## src/rtl/i3c_ddr_pkg.sv

```systemverilog
// Shared HDR-DDR definitions: CRC-5 constants,
// engine state encoding and a single-bit CRC step.
package i3c_ddr_pkg;

    localparam logic [4:0] CRC5_SEED = 5'h1F;
    localparam logic [4:0] CRC5_POLY = 5'h05;

    typedef enum logic [1:0] {
        IDLE,
        SHIFT,
        DONE
    } crc_state_e;

    function automatic logic [4:0] crc5_step(
        input logic [4:0] crc,
        input logic       din
    );
        logic fb;
        fb = crc[4] ^ din;
        return {crc[3:0], 1'b0} ^ (fb ? CRC5_POLY : 5'h00);
    endfunction

endpackage

```

## src/rtl/ddr_crc5_gen.sv

```systemverilog
// Bit-serial I3C CRC-5 engine: one data bit per clock,
// final word and RX mismatch flag pulsed after the last byte.
module ddr_crc5_gen
    import i3c_ddr_pkg::*;
#(
    parameter int             DATA_W = 8,
    parameter int             CRC_W  = 5,
    parameter logic [CRC_W-1:0] SEED = CRC_W'(CRC5_SEED),
    parameter logic [CRC_W-1:0] POLY = CRC_W'(CRC5_POLY)
) (
    input  logic              i_sys_clk,
    input  logic              i_sys_rst,
    input  logic              i_crc_init,
    input  logic              i_crc_en,
    input  logic [DATA_W-1:0] i_crc_parallel_data,
    input  logic              i_crc_last,
    input  logic              i_rx_check,
    input  logic [CRC_W-1:0]  i_rx_crc,
    output logic              o_crc_busy,
    output logic [CRC_W-1:0]  o_crc_value,
    output logic              o_crc_valid,
    output logic              o_crc_error
);

    localparam int CNT_W = (DATA_W > 1) ? $clog2(DATA_W) : 1;
    localparam logic [CNT_W-1:0] CNT_LAST = CNT_W'(DATA_W - 1);

    crc_state_e        state, state_n;
    logic [CRC_W-1:0]  crc, crc_n;
    logic [CNT_W-1:0]  cnt, cnt_n;
    logic [DATA_W-1:0] sreg, sreg_n;
    logic              last_q, last_n;
    logic              chk_q, chk_n;
    logic              valid_q, valid_n;
    logic              err_q, err_n;
    logic              fb;
    logic [CRC_W-1:0]  crc_step;

    // One CRC step driven by the MSB of the latched byte.
    always_comb begin
        fb       = crc[CRC_W-1] ^ sreg[DATA_W-1];
        crc_step = {crc[CRC_W-2:0], 1'b0} ^ (fb ? POLY : '0);
    end

    // Next-state and datapath; the mismatch flag is resolved on
    // the edge into DONE so every output leaves a flop.
    always_comb begin
        state_n = state;
        crc_n   = crc;
        cnt_n   = cnt;
        sreg_n  = sreg;
        last_n  = last_q;
        chk_n   = chk_q;
        valid_n = 1'b0;
        err_n   = 1'b0;
        if (i_crc_init) begin
            state_n = IDLE;
            crc_n   = SEED;
        end else begin
            unique case (state)
                IDLE: begin
                    if (i_crc_en) begin
                        state_n = SHIFT;
                        sreg_n  = i_crc_parallel_data;
                        last_n  = i_crc_last;
                        chk_n   = i_rx_check;
                        cnt_n   = '0;
                    end
                end
                SHIFT: begin
                    crc_n  = crc_step;
                    sreg_n = {sreg[DATA_W-2:0], 1'b0};
                    cnt_n  = cnt + 1'b1;
                    if (cnt == CNT_LAST) begin
                        if (last_q) begin
                            state_n = DONE;
                            valid_n = 1'b1;
                            err_n   = chk_q & (crc_step != i_rx_crc);
                        end else begin
                            state_n = IDLE;
                        end
                    end
                end
                DONE: begin
                    state_n = IDLE;
                    crc_n   = SEED;
                end
                default: begin
                    state_n = IDLE;
                    crc_n   = SEED;
                end
            endcase
        end
    end

    // State and datapath registers.
    always_ff @(posedge i_sys_clk or negedge i_sys_rst) begin
        if (!i_sys_rst) begin
            state   <= IDLE;
            crc     <= SEED;
            cnt     <= '0;
            sreg    <= '0;
            last_q  <= 1'b0;
            chk_q   <= 1'b0;
            valid_q <= 1'b0;
            err_q   <= 1'b0;
        end else begin
            state   <= state_n;
            crc     <= crc_n;
            cnt     <= cnt_n;
            sreg    <= sreg_n;
            last_q  <= last_n;
            chk_q   <= chk_n;
            valid_q <= valid_n;
            err_q   <= err_n;
        end
    end

    assign o_crc_busy  = (state == SHIFT);
    assign o_crc_value = crc;
    assign o_crc_valid = valid_q;
    assign o_crc_error = err_q;

endmodule

```

## config.mk

```make
export PLATFORM = sky130hd
export DESIGN_NAME = ddr_crc5_gen
export DESIGN_NICKNAME = d
export VERILOG_FILES = /design/src/rtl/i3c_ddr_pkg.sv /design/src/rtl/ddr_crc5_gen.sv
export SDC_FILE = /design/constraint.sdc
export NUM_CORES = 1
export LEC_CHECK = 0
export BUFFER_PORTS_ARGS = -buffer_cell sky130_fd_sc_hd__buf_2
export CORE_MARGIN = 2
export CORE_UTILIZATION = 53
export CTS_BUF_LIST = sky130_fd_sc_hd__clkbuf_2 sky130_fd_sc_hd__clkbuf_4 sky130_fd_sc_hd__clkbuf_8
export CTS_CLUSTER_DIAMETER = 150
export DETAILED_ROUTE_END_ITERATION = 6
export HOLD_SLACK_MARGIN = 0.15
export PLACE_DENSITY = 0.87
export SYNTH_ARGS = -nofsm -noshare
export SYNTH_HDL_FRONTEND = slang
export SYNTH_SLANG_ARGS = --single-unit
export TNS_END_PERCENT = 100
```

## constraint.sdc

```tcl
create_clock -name i_sys_clk -period 1.64 [get_ports i_sys_clk]
set_input_delay 0.328 -clock i_sys_clk [delete_from_list [all_inputs] [get_ports i_sys_clk]]
set_output_delay 0.328 -clock i_sys_clk [all_outputs]
set_load 0.01 [all_outputs]
```

== After elaboration in Yosys (flattened, before gate mapping) ==
Index checks and enable logic that the tools add are counted.

* Flip-flop bits (word level): 22
* Input bits: 19
* Output and inout bits: 8
* Word-level logic and storage cells: 45

* Add/subtract/negate cells: 1
* Eq/ne operators: 7
* Multiplexer cells: 20
* Bitwise gates (word level): 4
* Reduce and logical (&&, ||, !) cells: 5

{| class="wikitable"
|+ Operators with widths
! cell !! number
|-
| $pmux 8 s2 || 1
|-
| $pmux 5 s2 || 1
|-
| $mux 1 || 8
|-
| $mux 2 || 4
|-
| $mux 8 || 1
|-
| $mux 3 || 2
|-
| $pmux 3 s2 || 1
|-
| $reduce_and 3->1 || 2
|-
| $mux 5 || 1
|-
| $ne 5x5->1 || 1
|-
| $xor 5x3->5 || 1
|-
| $ne 2x2->1 const B || 2
|-
| $pmux 2 s2 || 1
|-
| $add 3x1->3 const B || 1
|-
| $eq 3x3->1 const B || 1
|-
| $ne 3x2->1 const B || 1
|-
| $ne 3x3->1 const B || 1
|-
| $eq 2x1->1 const B || 1
|-
| $logic_not 2->1 || 1
|-
| $reduce_and 2->1 || 1
|-
| $reduce_bool 2->1 || 1
|-
| $and 1x1->1 || 1
|-
| $not 1->1 || 1
|-
| $xor 1x1->1 || 1
|}

== Depth between registers and ports, before layout ==
* Word-level depth: 9
* Depth in mapped cells: 5
* Gate-level depth less buffers: 4

== Worst setup path after synthesis ==
No wires, ideal clock.

* Path type: register to register
* From: register crc[4], in the netlist o_crc_value[4]
* To: register err_q, in the netlist o_crc_error
* Setup time: 120 ps
* Arrival: 1194 ps
* Data required time: 1520 ps
* Setup slack: 326 ps
* Stages on the path, launching flop included: 5
* Buffers on the path: 0
* Clock period less this slack: 1314 ps
* Cells stage by stage: dfstp_2 -> xor2_2 -> and3_1 -> o2111ai_1 -> and3_1

* Longest elaborated chain between the ends: 9

{| class="wikitable"
|+ RTL lines
! element !! line !! source
|-
| start, declared || ddr_crc5_gen.sv:29 || <nowiki>logic [CRC_W-1:0] crc, crc_n;</nowiki>
|-
| start signal, assigned || ddr_crc5_gen.sv:109 || <nowiki>crc <= crc_n;</nowiki>
|-
| $xor 1x1->1 || ddr_crc5_gen.sv:41 || <nowiki>fb = crc[CRC_W-1] ^ sreg[DATA_W-1];</nowiki>
|-
| $mux 3 || ddr_crc5_gen.sv:42 || <nowiki>crc_step = {crc[CRC_W-2:0], 1'b0} ^ (fb ? POLY : '0);</nowiki>
|-
| $xor 5x3->5 || ddr_crc5_gen.sv:42 ||
|-
| $ne 5x5->1 || ddr_crc5_gen.sv:78 || <nowiki>err_n = chk_q & (crc_step != i_rx_crc);</nowiki>
|-
| $and 1x1->1 || ddr_crc5_gen.sv:78 ||
|-
| $mux 1 || ddr_crc5_gen.sv:75 || <nowiki>if (last_q) begin</nowiki>
|-
| $mux 1 || ddr_crc5_gen.sv:74 || <nowiki>if (cnt == CNT_LAST) begin</nowiki>
|-
| $mux 1 || ddr_crc5_gen.sv:60 || <nowiki>unique case (state)</nowiki>
|-
| $mux 1 || ddr_crc5_gen.sv:56 || <nowiki>if (i_crc_init) begin</nowiki>
|-
| via err_n || ddr_crc5_gen.sv:35 || <nowiki>logic err_q, err_n;</nowiki>
|-
| end signal, assigned || ddr_crc5_gen.sv:115 || <nowiki>err_q <= err_n;</nowiki>
|-
| end, declared || ddr_crc5_gen.sv:35 ||
|}

The timed path passes the listed nets, and every way through them passes these cells.
A chain may end at the register's enable or synchronous reset.

== Worst setup path in the final report ==
* From: register state[0]
* To: output port o_crc_busy

* Longest elaborated chain between the ends: 1

{| class="wikitable"
|+ RTL lines
! element !! line !! source
|-
| start, declared || ddr_crc5_gen.sv:28 || <nowiki>crc_state_e state, state_n;</nowiki>
|-
| start signal, assigned || ddr_crc5_gen.sv:108 || <nowiki>state <= state_n;</nowiki>
|-
| $eq 2x1->1 || ddr_crc5_gen.sv:119 || <nowiki>assign o_crc_busy = (state == SHIFT);</nowiki>
|-
| end, declared || ddr_crc5_gen.sv:19 || <nowiki>output logic o_crc_busy,</nowiki>
|}

Every way passes these cells.

==> results <==
- The maximum vdd ir drop is 0.000636 V.
- The sequential cell fraction of total power is 0.579.
- Measured along the y axis, the die boundary spans 47.9 um.
- Of the available clock period, the critical path in the final layout requires 0.973.
- In the global route stage, met2 resource usage came out at 0.288.
- In this run the cell area of the synthesized design comes to 1020 um^2.
- Of the cells placed in the final design, the portion with a size suffix greater than 1 is 0.361.
- The via count of the first global-routing pass is 670.
- The number of buffers created by CTS is 3.
- The number of buffer and inverter stages on the critical path is 3.
- The power per cell area is 900 nW/um^2.
- Of the post-synthesis cell area, the dominant cell type holds 0.416.
- The number of routed nets with antenna violations is 0.
- Of the total power, the clock network draws 0.236.
- The maximum single-stage delay on the critical path is 0.39 ns.
- The count of buffers added on input and output ports is 26.
- STA classifies the critical path startpoint as a flop.
- Of all flip-flops after synthesis, the portion carrying an async set or reset was 1.00.
- The count of endpoints failing hold in the final timing report came to 0.
- The share of synthesized area occupied by flip-flops and latches is 0.544.
- The critical path class is reg -> out.
- Traced cell by cell, the critical path runs through buf_6 -> nor2b_1 -> buf_6 -> buf_2.
- The required time reported for the critical path endpoint is 1.31 ns.
- The core region area is 1760 um^2.
- The launching instance or port of the critical path is state[0].
- For met1 alone, demand over resource in global routing was 0.221.
- The CTS tree is yes.
- At the pin with the least slew margin, the transition time is 0.639 ns.
- The library cell contributing the largest single delay on the critical path is sky130_fd_sc_hd__dfrtp_1.
- The total global routing track utilization is 0.173.
- For flop-to-flop paths, the worst setup slack is 0.15 ns.
- The max-slew violation count was 0.
- The cell count after synthesis came out at 91.
- The largest net degree at the start of global routing is 23.
- The detail-routed net length per standard cell is 12.2 um.
- The data arrival time of the critical path is 1.27 ns.
- The sum of routed wire length over all layers is 1790 um.
- The overall power of the completed layout is 0.00112 W.
- The analysis attributes to net switching a power of 0.000296 W.
- The capturing instance or port of the critical path is o_crc_busy.
- Grouping stages by cell kind, the critical path spends the most delay in buffers and inverters.
- For the worst-skew pair, the clock arrives at the later sink with an insertion delay of 0.30 ns.
- The detailed-route via count is 737.
- The source of the worst register-to-register timing path is state[0].
- The endpoint kind of the worst setup timing path is an output pin.
- The average footprint of a synthesized cell is 11.2 um^2.
- Across the routed clock network, the largest skew measured is 0.00628 ns.
- The run finished with clean final reports.
- The site row count is 15.
- Ranked by instance count, the synthesized netlist is headed by sky130_fd_sc_hd__dfrtp_1, sky130_fd_sc_hd__nand2_1, sky130_fd_sc_hd__mux2i_1.
- The number of antenna diodes in the final layout is 0.
- The switching share of total power is 0.264.
- The synthesis warning total is 0.
- The max-cap violation count is 0.
- The tree built by TritonCTS fans out to 22 sinks.
- The cell that appears most often on the critical path is sky130_fd_sc_hd__buf_6.
- Routability-driven placement finished with a final weighted congestion of 0.713.
- Detailed placement ended at an HPWL of 1300 um.
- The accumulated negative setup slack is 0 ns.
- The layout-stage area growth over the synthesis result is 22.0%.
- The number of design-rule violations left by the first detailed-router iteration is 9.
- The met3 routing resource usage after global routing is 0.0566.
- Measured in cells, the most critical reg-to-reg path has a length of 4.
- The clock root buffer is sky130_fd_sc_hd__clkbuf_4.
- The worst hold margin is 0.249 ns.
- The cell area after placement is 1180 um^2.
- The routed design could run at a clock period as short as 1.60 ns.
- The worst register-to-register path ends at chk_q.
- After synthesis, the netlist uses 23 different library cells.
- The most used flip-flop cell after synthesis is sky130_fd_sc_hd__dfrtp_1.
- The highest clock rate is 626 MHz.
- The number of H-tree branching levels is 1.
- The final-stage net count is 144.
- The worst-case headroom to the max-slew limit is 0.574.
- The type of the most critical hold path is in -> reg.
- With fillers left out, the area of the finished cells amounts to 1250 um^2.
- The cell type contributing the most total cell area after synthesis is sky130_fd_sc_hd__dfrtp_1.
- Counting flops with a built-in enable in the synthesized netlist gives 0.
- The first global-routing pass estimated 2770 um of wire.
- The boundary pin count is 27.
- The fraction of power consumed by combinational cells is 0.184.
- The maximum clock insertion buffer count is 2.
- Counting every net in the synthesized netlist gives 112.
- The internal power of the cells totals 0.000827 W.
- The most utilized layer in the global route result is met2.
- The die footprint is 2300 um^2.
- The count of final setup violators is 0.
- For this run, design rule violations remaining after detail routing come to 0.
- For this design the static power due to leakage is 0.592 nW.
- In this run, synthesis produced a sequential element count of 22.
- In this run the worst path has a maximum fanout of 12.
- For this configuration, the core starts out at a cell density of 0.580.
- The sum of overflow across all layers after global routing is 0.
- The number of logic stages on the critical path including buffering is 4.
- The overall die width is 47.9 um.
- After detailed routing, the number of vias per cell comes to 5.01.
- The number of detailed-routing iterations run before antenna repair is 4.
- After synthesis, the cell types taking the most area are sky130_fd_sc_hd__dfrtp_1, sky130_fd_sc_hd__dfstp_2, sky130_fd_sc_hd__mux2i_1.
- Clock-pin slew was measured on the worst setup and hold paths at 0.12 ns.
- The number of antenna violations at the first check in global routing is 0.
worst register-to-register path, cell delays in order (launching register included):
cell and delay, ns:
sky130_fd_sc_hd__dfrtp_1 0.41, sky130_fd_sc_hd__buf_6 0.16, sky130_fd_sc_hd__nand2b_1 0.17, sky130_fd_sc_hd__nor3_1 0.27
sky130_fd_sc_hd__mux2_2 0.38
per-stage QoR:
step | instances | util | setup slack [ns]
finish | 147 | 0.708 | 0.0435
global placement | 140 | 0.670 | 0.0326
detailed placement | 140 | 0.670 | -0.0116
CTS | 146 | 0.701 | 0.0216
global route | 147 | 0.708 | -0.00701
floorplan | 91 | - | 0.326
logic make-up (layout without fill, tap and decap cells):
| logic type | after synthesis | in the layout | share of synthesized area |
|---|---|---|---|
| buffers and inverters | 5 | 36 | 0.0245 |
| AOI/OAI and AO/OA | 14 | 14 | 0.0795 |
| muxes | 14 | 14 | 0.139 |
| DFF | 22 | 22 | 0.544 |
| adders and majority gates | 2 | 2 | 0.0244 |
| xor gates and xnor gates | 6 | 6 | 0.0587 |
| and+or+nand+nor | 28 | 28 | 0.130 |
power by group through the flow:
stage	combinational [W]	sequential, W	clock, W
5_1_grt	0.000234	0.000661	0.000296
2_1_floorplan	0.000130	0.000654	0
4_1_cts	0.000206	0.000651	0.000276
6_report	0.000207	0.000651	0.000265
3_5_place_dp	0.000198	0.000661	0
3_3_place_gp	0.000187	0.000658	0
final cells by class:
type                    instances  area, um^2
flip-flops and latches         22         557
fillers                       155         515
multi-input cells              64         445
repair buffers                 32         185
well taps                      25        31.3
clock buffers                   4        30.0
flip-flops by register name (all words and copies together), names as in the netlist:
name	cells
chk_q	1
cnt	3
last_q	1
o_crc_error	1
o_crc_valid	1
o_crc_value	5
sreg	8
state	2
cell usage in the layout (no fill, tap or decap), types with 2 or more instances in the layout:
cell type                  Yosys  routed
sky130_fd_sc_hd__mux2i_1      12      12
sky130_fd_sc_hd__nand2_1      17      17
sky130_fd_sc_hd__nand2b_1      3       3
sky130_fd_sc_hd__clkbuf_4      0       4
sky130_fd_sc_hd__mux2_2        2       2
sky130_fd_sc_hd__nor3_1        2       2
sky130_fd_sc_hd__and3_1        2       2
sky130_fd_sc_hd__buf_2         2      26
sky130_fd_sc_hd__xnor2_1       3       3
sky130_fd_sc_hd__o21ai_0      10      10
sky130_fd_sc_hd__dfstp_2       5       5
sky130_fd_sc_hd__and4_1        2       2
sky130_fd_sc_hd__dfrtp_1      17      17
sky130_fd_sc_hd__ha_1          2       2
sky130_fd_sc_hd__buf_6         0       2
sky130_fd_sc_hd__xor2_1        2       2
sky130_fd_sc_hd__buf_4         1       3
per-layer routing:
layer	routed length, um	part of all wire
met5	0	0
met4	0	0
met3	74	0.041
met2	886	0.49
met1	834	0.46
repair_timing:
| item | CTS | global route |
|---|---|---|
| resized for setup | 2 | 1 |
| hold endpoints to repair | 17 | 0 |
| hold buffers | 1 | 0 |
| setup buffers | 1 | 1 |
| setup endpoints to repair | 1 | 12 |
how the worst min path moves through the flow:
| stage | startpoint | to | cells past startpoint |
|---|---|---|---|
| finish | i_crc_last | last_q | 2 |
| global route | i_rx_check | chk_q | 2 |
| CTS | i_crc_last | last_q | 2 |
| detailed placement | i_sys_rst | sreg[2] | 1 |
| global placement | i_sys_rst | sreg[1] | 1 |
| floorplan | i_sys_rst | chk_q | 0 |
Power figures use the tool's default switching activity.
